==> config.mk <==
export PLATFORM = sky130hd
export DESIGN_NAME = c17v2_bist_ctrl
export DESIGN_NICKNAME = d
export VERILOG_FILES = /design/src/rtl/c17v2_bist_pkg.sv /design/src/rtl/c17v2_resp_cnt.sv /design/src/rtl/c17v2_bist_ctrl.sv
export SDC_FILE = /design/constraint.sdc
export NUM_CORES = 1
export LEC_CHECK = 0
export CAP_MARGIN = 5
export CORE_MARGIN = 5
export CORE_UTILIZATION = 67
export DETAILED_ROUTE_END_ITERATION = 12
export DONT_BUFFER_PORTS = 1
export PLACE_DENSITY_LB_ADDON = 0.1
export SLEW_MARGIN = 20
export SYNTH_ARGS = -nofsm -noshare
export SYNTH_HDL_FRONTEND = slang
export SYNTH_SLANG_ARGS = --single-unit
==> constraint.sdc <==
create_clock -name clk -period 3.5 [get_ports clk]
set_clock_uncertainty 0.1 [all_clocks]
set_input_delay 0.525 -clock clk [delete_from_list [all_inputs] [get_ports clk]]
set_output_delay 0.525 -clock clk [all_outputs]
set_load 0.01 [all_outputs]
==> src/rtl/c17v2_bist_pkg.sv <==
`default_nettype none
// ============================================================================
// Module      : c17v2_bist_pkg
// Description : Shared types and sizing constants for the C17V2 BIST
//               controller: FSM state encoding, pattern/count/timer widths.
// Revision    : 1.0  initial release
// ============================================================================
package c17v2_bist_pkg;

    localparam int PAT_W        = 5;   // CUT input width (G1gat..G5gat)
    localparam int CNT_W        = 6;   // ones-count width, holds 0..32
    localparam int NUM_PATTERNS = 32;  // exhaustive vector count
    localparam int TMR_W        = 4;   // settle timer width, holds 0..15

    typedef enum logic [2:0] {
        ST_IDLE    = 3'd0,
        ST_SETTLE  = 3'd1,
        ST_CAPTURE = 3'd2,
        ST_COMPARE = 3'd3,
        ST_DONE    = 3'd4
    } state_t;

endpackage
`default_nettype wire

==> src/rtl/c17v2_resp_cnt.sv <==
`default_nettype none
// ============================================================================
// Module      : c17v2_resp_cnt
// Description : Ones-counter compacting one CUT output over a test run.
//               clk   in  clock
//               rst   in  asynchronous active-high reset
//               clr   in  synchronous clear (wins over en)
//               en    in  capture strobe; adds resp when high
//               resp  in  CUT response bit
//               count out accumulated ones-count
// Revision    : 1.0  initial release
// ============================================================================
module c17v2_resp_cnt
    import c17v2_bist_pkg::*;
(
    input  logic             clk,
    input  logic             rst,
    input  logic             clr,
    input  logic             en,
    input  logic             resp,
    output logic [CNT_W-1:0] count
);

    localparam logic [CNT_W-1:0] c_cnt_max = CNT_W'(NUM_PATTERNS);

    logic [CNT_W-1:0] r_count;

    // At most NUM_PATTERNS captures occur between clears, so the ceiling is
    // never reached in normal use; the guard just makes wrap impossible.
    always_ff @(posedge clk or posedge rst) begin
        if (rst) begin
            r_count <= '0;
        end else if (clr) begin
            r_count <= '0;
        end else if (en && resp && (r_count != c_cnt_max)) begin
            r_count <= r_count + CNT_W'(1);
        end
    end

    assign count = r_count;

endmodule
`default_nettype wire

==> src/rtl/c17v2_bist_ctrl.sv <==
`default_nettype none
// ============================================================================
// Module      : c17v2_bist_ctrl
// Description : Exhaustive-vector BIST controller for the C17V2 benchmark.
//               Applies vectors 0..31, holds each SETTLE_CYCLES cycles,
//               counts ones on G6gat/G7gat and compares with golden counts.
//               clk    in  clock
//               rst    in  asynchronous active-high reset
//               start  in  begin a run (sampled in IDLE or DONE)
//               abort  in  cancel a run in progress
//               pat_o  out CUT stimulus, bit0 -> G1gat .. bit4 -> G5gat
//               g6_i   in  CUT G6gat response
//               g7_i   in  CUT G7gat response
//               busy   out run in progress
//               done   out result valid
//               pass   out both counts matched golden
//               cnt_g6 out G6gat ones-count
//               cnt_g7 out G7gat ones-count
// Revision    : 1.0  initial release
// ============================================================================
module c17v2_bist_ctrl
    import c17v2_bist_pkg::*;
#(
    parameter int SETTLE_CYCLES = 1,   // legal range 1..15
    parameter int GOLD_G6       = 18,
    parameter int GOLD_G7       = 18
) (
    input  logic             clk,
    input  logic             rst,
    input  logic             start,
    input  logic             abort,
    output logic [PAT_W-1:0] pat_o,
    input  logic             g6_i,
    input  logic             g7_i,
    output logic             busy,
    output logic             done,
    output logic             pass,
    output logic [CNT_W-1:0] cnt_g6,
    output logic [CNT_W-1:0] cnt_g7
);

    localparam logic [TMR_W-1:0] c_tmr_last = TMR_W'(SETTLE_CYCLES - 1);
    localparam logic [PAT_W-1:0] c_pat_last = PAT_W'(NUM_PATTERNS - 1);
    localparam logic [CNT_W-1:0] c_gold_g6  = CNT_W'(GOLD_G6);
    localparam logic [CNT_W-1:0] c_gold_g7  = CNT_W'(GOLD_G7);

    state_t           r_state;
    state_t           w_next;
    logic [PAT_W-1:0] r_pat;
    logic [TMR_W-1:0] r_tmr;
    logic             r_pass;

    logic w_clear;      // start of a run or abort: wipe pattern/timer/counts/pass
    logic w_pat_inc;
    logic w_tmr_inc;
    logic w_tmr_clr;
    logic w_cnt_en;
    logic w_pass_set;

    // ------------------------------------------------------------------
    // State register
    // ------------------------------------------------------------------
    always_ff @(posedge clk or posedge rst) begin
        if (rst) begin
            r_state <= ST_IDLE;
        end else begin
            r_state <= w_next;
        end
    end

    // ------------------------------------------------------------------
    // Next-state and control decode
    // ------------------------------------------------------------------
    always_comb begin
        w_next     = r_state;
        w_clear    = 1'b0;
        w_pat_inc  = 1'b0;
        w_tmr_inc  = 1'b0;
        w_tmr_clr  = 1'b0;
        w_cnt_en   = 1'b0;
        w_pass_set = 1'b0;
        case (r_state)
            ST_IDLE, ST_DONE: begin
                if (start) begin
                    w_next  = ST_SETTLE;
                    w_clear = 1'b1;
                end
            end
            ST_SETTLE: begin
                if (abort) begin
                    w_next  = ST_IDLE;
                    w_clear = 1'b1;
                end else if (r_tmr == c_tmr_last) begin
                    w_next = ST_CAPTURE;
                end else begin
                    w_tmr_inc = 1'b1;
                end
            end
            ST_CAPTURE: begin
                if (abort) begin
                    w_next  = ST_IDLE;
                    w_clear = 1'b1;
                end else begin
                    w_cnt_en = 1'b1;
                    if (r_pat == c_pat_last) begin
                        w_next = ST_COMPARE;
                    end else begin
                        w_next    = ST_SETTLE;
                        w_pat_inc = 1'b1;
                        w_tmr_clr = 1'b1;
                    end
                end
            end
            ST_COMPARE: begin
                if (abort) begin
                    w_next  = ST_IDLE;
                    w_clear = 1'b1;
                end else begin
                    w_next     = ST_DONE;
                    w_pass_set = 1'b1;
                end
            end
            default: begin
                w_next  = ST_IDLE;
                w_clear = 1'b1;
            end
        endcase
    end

    // ------------------------------------------------------------------
    // Pattern register, settle timer and pass flag
    // ------------------------------------------------------------------
    always_ff @(posedge clk or posedge rst) begin
        if (rst) begin
            r_pat  <= '0;
            r_tmr  <= '0;
            r_pass <= 1'b0;
        end else begin
            if (w_clear) begin
                r_pat <= '0;
            end else if (w_pat_inc) begin
                r_pat <= r_pat + PAT_W'(1);
            end

            if (w_clear || w_tmr_clr) begin
                r_tmr <= '0;
            end else if (w_tmr_inc) begin
                r_tmr <= r_tmr + TMR_W'(1);
            end

            if (w_clear) begin
                r_pass <= 1'b0;
            end else if (w_pass_set) begin
                r_pass <= (cnt_g6 == c_gold_g6) && (cnt_g7 == c_gold_g7);
            end
        end
    end

    // ------------------------------------------------------------------
    // Response compaction
    // ------------------------------------------------------------------
    c17v2_resp_cnt u_cnt_g6 (
        .clk   (clk),
        .rst   (rst),
        .clr   (w_clear),
        .en    (w_cnt_en),
        .resp  (g6_i),
        .count (cnt_g6)
    );

    c17v2_resp_cnt u_cnt_g7 (
        .clk   (clk),
        .rst   (rst),
        .clr   (w_clear),
        .en    (w_cnt_en),
        .resp  (g7_i),
        .count (cnt_g7)
    );

    assign pat_o = r_pat;
    assign busy  = (r_state == ST_SETTLE) || (r_state == ST_CAPTURE) ||
                   (r_state == ST_COMPARE);
    assign done  = (r_state == ST_DONE);
    assign pass  = r_pass;

endmodule
`default_nettype wire
## Word level (Yosys, flattened, before mapping)

Index checks and enable logic that the tools add are counted.

- Flip-flop bits (word level): 25

- Mux-type cells: 29
- Reduce and logical (&&, ||, !) cells: 18
- Equal/unequal tests: 11
- Add/sub/neg operators: 4

Operator list:

| kind | count |
|---|---|
| 6-bit 2-to-1 mux | 4 |
| 1-bit 2-to-1 mux | 13 |
| 6-bit by 1-bit adder with 6-bit output, second input constant | 2 |
| 6-bit by 5-bit equality test with 1-bit output, second input constant | 2 |
| 3-bit 2-to-1 mux | 4 |
| 6-bit inequality test, second input constant | 2 |
| 3-bit case mux with 4 select lines | 1 |
| 5-bit 2-to-1 mux | 2 |
| 2-bit nonzero test | 5 |
| 4-bit 2-to-1 mux | 2 |
| 3-bit by 2-bit equality test with 1-bit output, second input constant | 2 |
| 5-bit by 1-bit adder with 5-bit output, second input constant | 1 |
| 5-bit equality test, second input constant | 1 |
| 1-bit logical AND | 5 |
| 4-bit by 1-bit adder with 4-bit output, second input constant | 1 |
| 4-bit zero test | 1 |
| 2-bit 2-to-1 mux | 2 |
| 3-bit by 1-bit equality test with 1-bit output, second input constant | 1 |
| 3-bit equality test, second input constant | 1 |
| 3-bit zero test | 1 |
| 1-bit logical OR | 3 |
| 3-bit inequality test, second input constant | 1 |
| 3-bit OR reduction | 1 |
| 2-bit inequality test, second input constant | 1 |
| other kinds (3) | 3 |

## Logic depth before layout (Yosys ltp)

- Word-level depth: 6
- Gate-level depth with buffers: 7

## Modules after synthesis

A second synthesis with hierarchy kept.

- Cell total of the unflattened synthesis: 175
- Area total of the unflattened synthesis: 1,619.1 um^2

Modules (own cells, without submodules):

| module | cells an instance | area each (um^2) | seq. area each (um^2) | instances |
|---|---|---|---|---|
| c17v2_resp_cnt | 45 | 420.4 | 150.1 | 2 |
| c17v2_bist_ctrl | 85 | 778.2 | 325.3 | 1 |

## Worst setup path before layout

OpenSTA, ideal clock, no wires.

- Path kind: input-to-reg
- Start point: in abort
- End point: reg r_pat[2], in the netlist pat_o[2]
- Path slack: 1.607 ns
- Arrival: 1.655 ns
- Stages: 6
- Data required time: 3.263 ns
- Cells stage by stage: or4b_4 -> buf_6 -> buf_6 -> nor3b_2 -> xnor2_1 -> nor2_1

- Longest elaborated chain between the ends: 3
- Elaborated cells between the ends (all ways): 6

RTL lines:

| element | line | text |
|---|---|---|
| start, declared | c17v2_bist_ctrl.sv:31 | `input logic abort,` |
| 1-bit 2-to-1 mux, on equally long branches | c17v2_bist_ctrl.sv:90, c17v2_bist_ctrl.sv:100, c17v2_bist_ctrl.sv:115 |  |
| 1-bit case mux with 2 select lines / 1-bit 2-to-1 mux (equally long branches) | c17v2_bist_ctrl.sv:82 | `case (r_state)` |
| 5-bit 2-to-1 mux / 2-bit nonzero test (equally long branches) | n/a |  |
| end signal, assigned | c17v2_bist_ctrl.sv:142 | `r_pat <= r_pat + PAT_W'(1);` |
| end, declared | c17v2_bist_ctrl.sv:49 | `logic [PAT_W-1:0] r_pat;` |

Several ways; a longest one is shown, not always the timed one.
A chain may end at the register's enable or synchronous reset.

## Final worst setup path

- Start point: reg r_pat[0], in the netlist pat_o[0]
- End point: reg r_tmr[0]

- Longest elaborated chain between the ends: 6
- Elaborated cells between the ends (all ways): 7

RTL lines:

| element | line | text |
|---|---|---|
| 5-bit equality test * | c17v2_bist_ctrl.sv:105 | `if (r_pat == c_pat_last) begin` |
| 1-bit 2-to-1 mux * | c17v2_bist_ctrl.sv:105 |  |
| 1-bit 2-to-1 mux * | c17v2_bist_ctrl.sv:100 | `if (abort) begin` |
| 1-bit 2-to-1 mux * | c17v2_bist_ctrl.sv:82 |  |
| 1-bit logical OR * | c17v2_bist_ctrl.sv:145 | `if (w_clear \|\| w_tmr_clr) begin` |
| 4-bit 2-to-1 mux / 2-bit nonzero test (equally long branches) | n/a |  |
| end signal, assigned | c17v2_bist_ctrl.sv:148 | `r_tmr <= r_tmr + TMR_W'(1);` |
| end, declared | c17v2_bist_ctrl.sv:50 | `logic [TMR_W-1:0] r_tmr;` |

Mark *: on every way between the ends. The rest lies on a longest branch, timed or not.

==> results by group <==
Run status
  • Status: finished clean

Global routing
  • Tot GR Track Use: 18.2%
  • First-pass GRT wire length: 4.60 mm
  • Initial antenna violation count: 0
  • Remaining Overflow, GRT: 0
  • Vias in the first global route: 1,056
  • Largest net degree at the start of global routing: 26

Worst setup path
  • CP Data Arrival Time: 2.04 ns
  • Kind of critical path: reg -> reg
  • Max FO, Critical Path: 7
  • CP endpoint kind: flip-flop
  • Required @ worst endpoint: 3.60 ns
  • Startpoint Class: flip-flop

Layout
  • Fillers: 182
  • P&R area growth vs syn: 1.59%
  • Final Non-Filler Cells: 181
  • Post-layout util: 70.1%
  • Post-layout nets: 170
  • Ant diodes: 0
  • Post-route cell area: 1520 sq um
  • Share of layout cells above drive strength 1: 11.1%

Route
  • Routed Wire Length: 2.73 mm
  • Wire per inst: 15.1 microns
  • First drt pass iteration count: 4
  • Iteration-0 DRC Markers: 24
  • DRC viols: 0
  • Via count: 1,058
  • DRT antenna net count: 0
  • Vias per inst: 5.85

Synthesis
  • Most used DFF post-synth: dfrtp_1
  • #FFs+latches synth: 25
  • Post-Syn Area: 1500 sq um
  • Most frequent cell after synthesis: dfrtp_1
  • Avg Cell Area, Syn: 9.78 sq um
  • Synth top area share: 41.8%
  • Area contributors post-synth: dfrtp_1, ha_1, xnor2_1
  • Syn nets: 169
  • Register area share after synthesis: 41.8%
  • Async S/R FF share, synth: 100%
  • Largest area contributor in the netlist: dfrtp_1
  • Total of warnings raised by yosys: 0
  • Most frequent cells after synthesis: dfrtp_1, nor2_1, xnor2_1
  • Post-synth EDFFs: 0
  • Mapped Cells: 153
  • Synth unique cells: 35

Die
  • Die width: 57.3 microns
  • Core area: 2170 sq um
  • Row cnt: 17
  • Die Height: 57.3 microns
  • Starting Density: 69.0%
  • I/O pin count: 26
  • Die Area: 3280 sq um

STA
  • Worst-Margin Slew: 0.901 ns
  • Fin. Hold Viols: 0
  • Hold slack final: 0.179 ns
  • Worst slew margin: 39.9%
  • Final period util: 55.2%
  • Fmax: 517 MHz
  • RSZ-0062 raised after global routing: no
  • Total negative slack: 0 ns
  • Fin. max-slew vios: 0
  • Final setup viols: 0
  • Tmin final: 1.93 ns

Clock network
  • Post-CTS Hold Buffers: 0
  • Post-CTS Resized: 0
  • Clock sinks: 25
  • CTS buffer count: 3
  • Clk Latency, worst-skew pair: 0.31 ns
  • Clock root cell: clkbuf_4
  • Clock slew at reported path FFs: 0.13 ns
  • H-tree depth: 1
  • Clk buf depth: 2
  • # Post-CTS Setup Buffers: 0
  • CTS tree: yes

Placement
  • Port bufs: 0
  • Placed Cells: 177
  • Detail Placement HPWL: 2.09 mm
  • Placed Area: 1490 sq um
  • RD Place Congestion: 0.846

Hold path
  • Hold Path Class: in -> async

Pwr
  • Pwr dens: 323 nW/um^2
  • Leakage: 0.636 nW
  • Worst VDD drop: 0.300 mV

Flow run
  • Max-Cap Viols: 0
## metal layers
layer | wire length [microns] | up-vias | GRT usage [%]
met5 | 0 | - | 0
met4 | 45 | 0 | 8.28
met3 | 184 | 6 | 5.20
met2 | 1400 | 33 | 32.5
met1 | 1100 | 502 | 19.8
li1 | - | 517 | -
## critical path: stages (launching register included)
cell and delay [ns]:
dfrtp_1 0.47, ha_1 0.23, and3_1 0.18, ha_1 0.28, a21o_1 0.21, a21oi_1 0.26, nor2_1 0.10
## per-stage QoR
step / worst slack, ns / power (mW)
2_1_floorplan: 1.61 / 0.363
3_5_place_dp: 1.51 / 0.371
6_report: 1.57 / 0.492
3_3_place_gp: 1.56 / 0.369
4_1_cts: 1.56 / 0.498
5_1_grt: 1.44 / 0.522
## worst paths after layout
check                               from                 to  slack, ns  depth (start not counted)
worst max-delay path            pat_o[0]           r_tmr[0]       1.57                          6
worst min-delay path                 rst           pat_o[2]       0.18                          1
worst max register to register  pat_o[0]           r_tmr[0]       1.57                          6
worst min register to register  r_tmr[3]           r_tmr[3]       0.46                          2
max in group asynchronous            rst  u_cnt_g7.count[1]       2.57                          1
min in group clk                   start         r_state[2]       0.21                          1
## registers in the layout, indices dropped and copies added, names as in the netlist
register / flops
r_state: 3
u_cnt_g6.count: 6
r_tmr: 4
pass: 1
pat_o: 5
u_cnt_g7.count: 6
## layout by cell type, fill, tap and decap left out
cell type and instances:
mux2i_1 2, nor3_2 5, xor2_1 1, a21oi_1 4
nor2b_1 1, nand2_1 13, nor3b_2 1, nor4_2 2
a211oi_2 3, or4b_4 1, nand3b_1 2, nor3b_1 2
o21ai_0 4, a211oi_1 1, buf_4 1, dfrtp_1 25
a21o_1 1, nor4b_1 3, xnor2_1 14, and3_1 1
ha_1 10, nand3_1 7, o31ai_1 2, or3_1 1
nand4_1 1, nor3_1 2, clkbuf_4 3, inv_1 12
nor4_1 1, clkbuf_1 1, nand4bb_1 1, nor2_1 22
nand2b_1 1, nor2_2 1, a21boi_0 1
## area by class of cell
class / instances / area (sq um) / area share [%]
flip-flops and latches: 25 / 626 / 41.2
multi-input cells: 111 / 781 / 51.4
well taps: 28 / 35.0 / 2.30
clock buffers: 4 / 26.3 / 1.73
repair buffers: 1 / 7.51 / 0.494
inverters: 12 / 45.0 / 2.96
## kinds of logic (layout without fill, tap and decap cells)
logic type	after synthesis	after routing	synth area share, %
AOI/OAI and AO/OA	16	16	7.69
xor gates and xnor gates	15	15	8.78
adders and majority gates	10	10	8.36
buffers and inverters	17	17	6.02
DFF	25	25	41.8
muxes	2	2	1.34
and+or+nand+nor	68	68	26.0
## report_power, final
part	internal [mW]	switching, mW
sequential	0.294	0.0117
clock	0.0445	0.0813
combinational	0.0182	0.0419
Power figures use the tool's default switching activity.
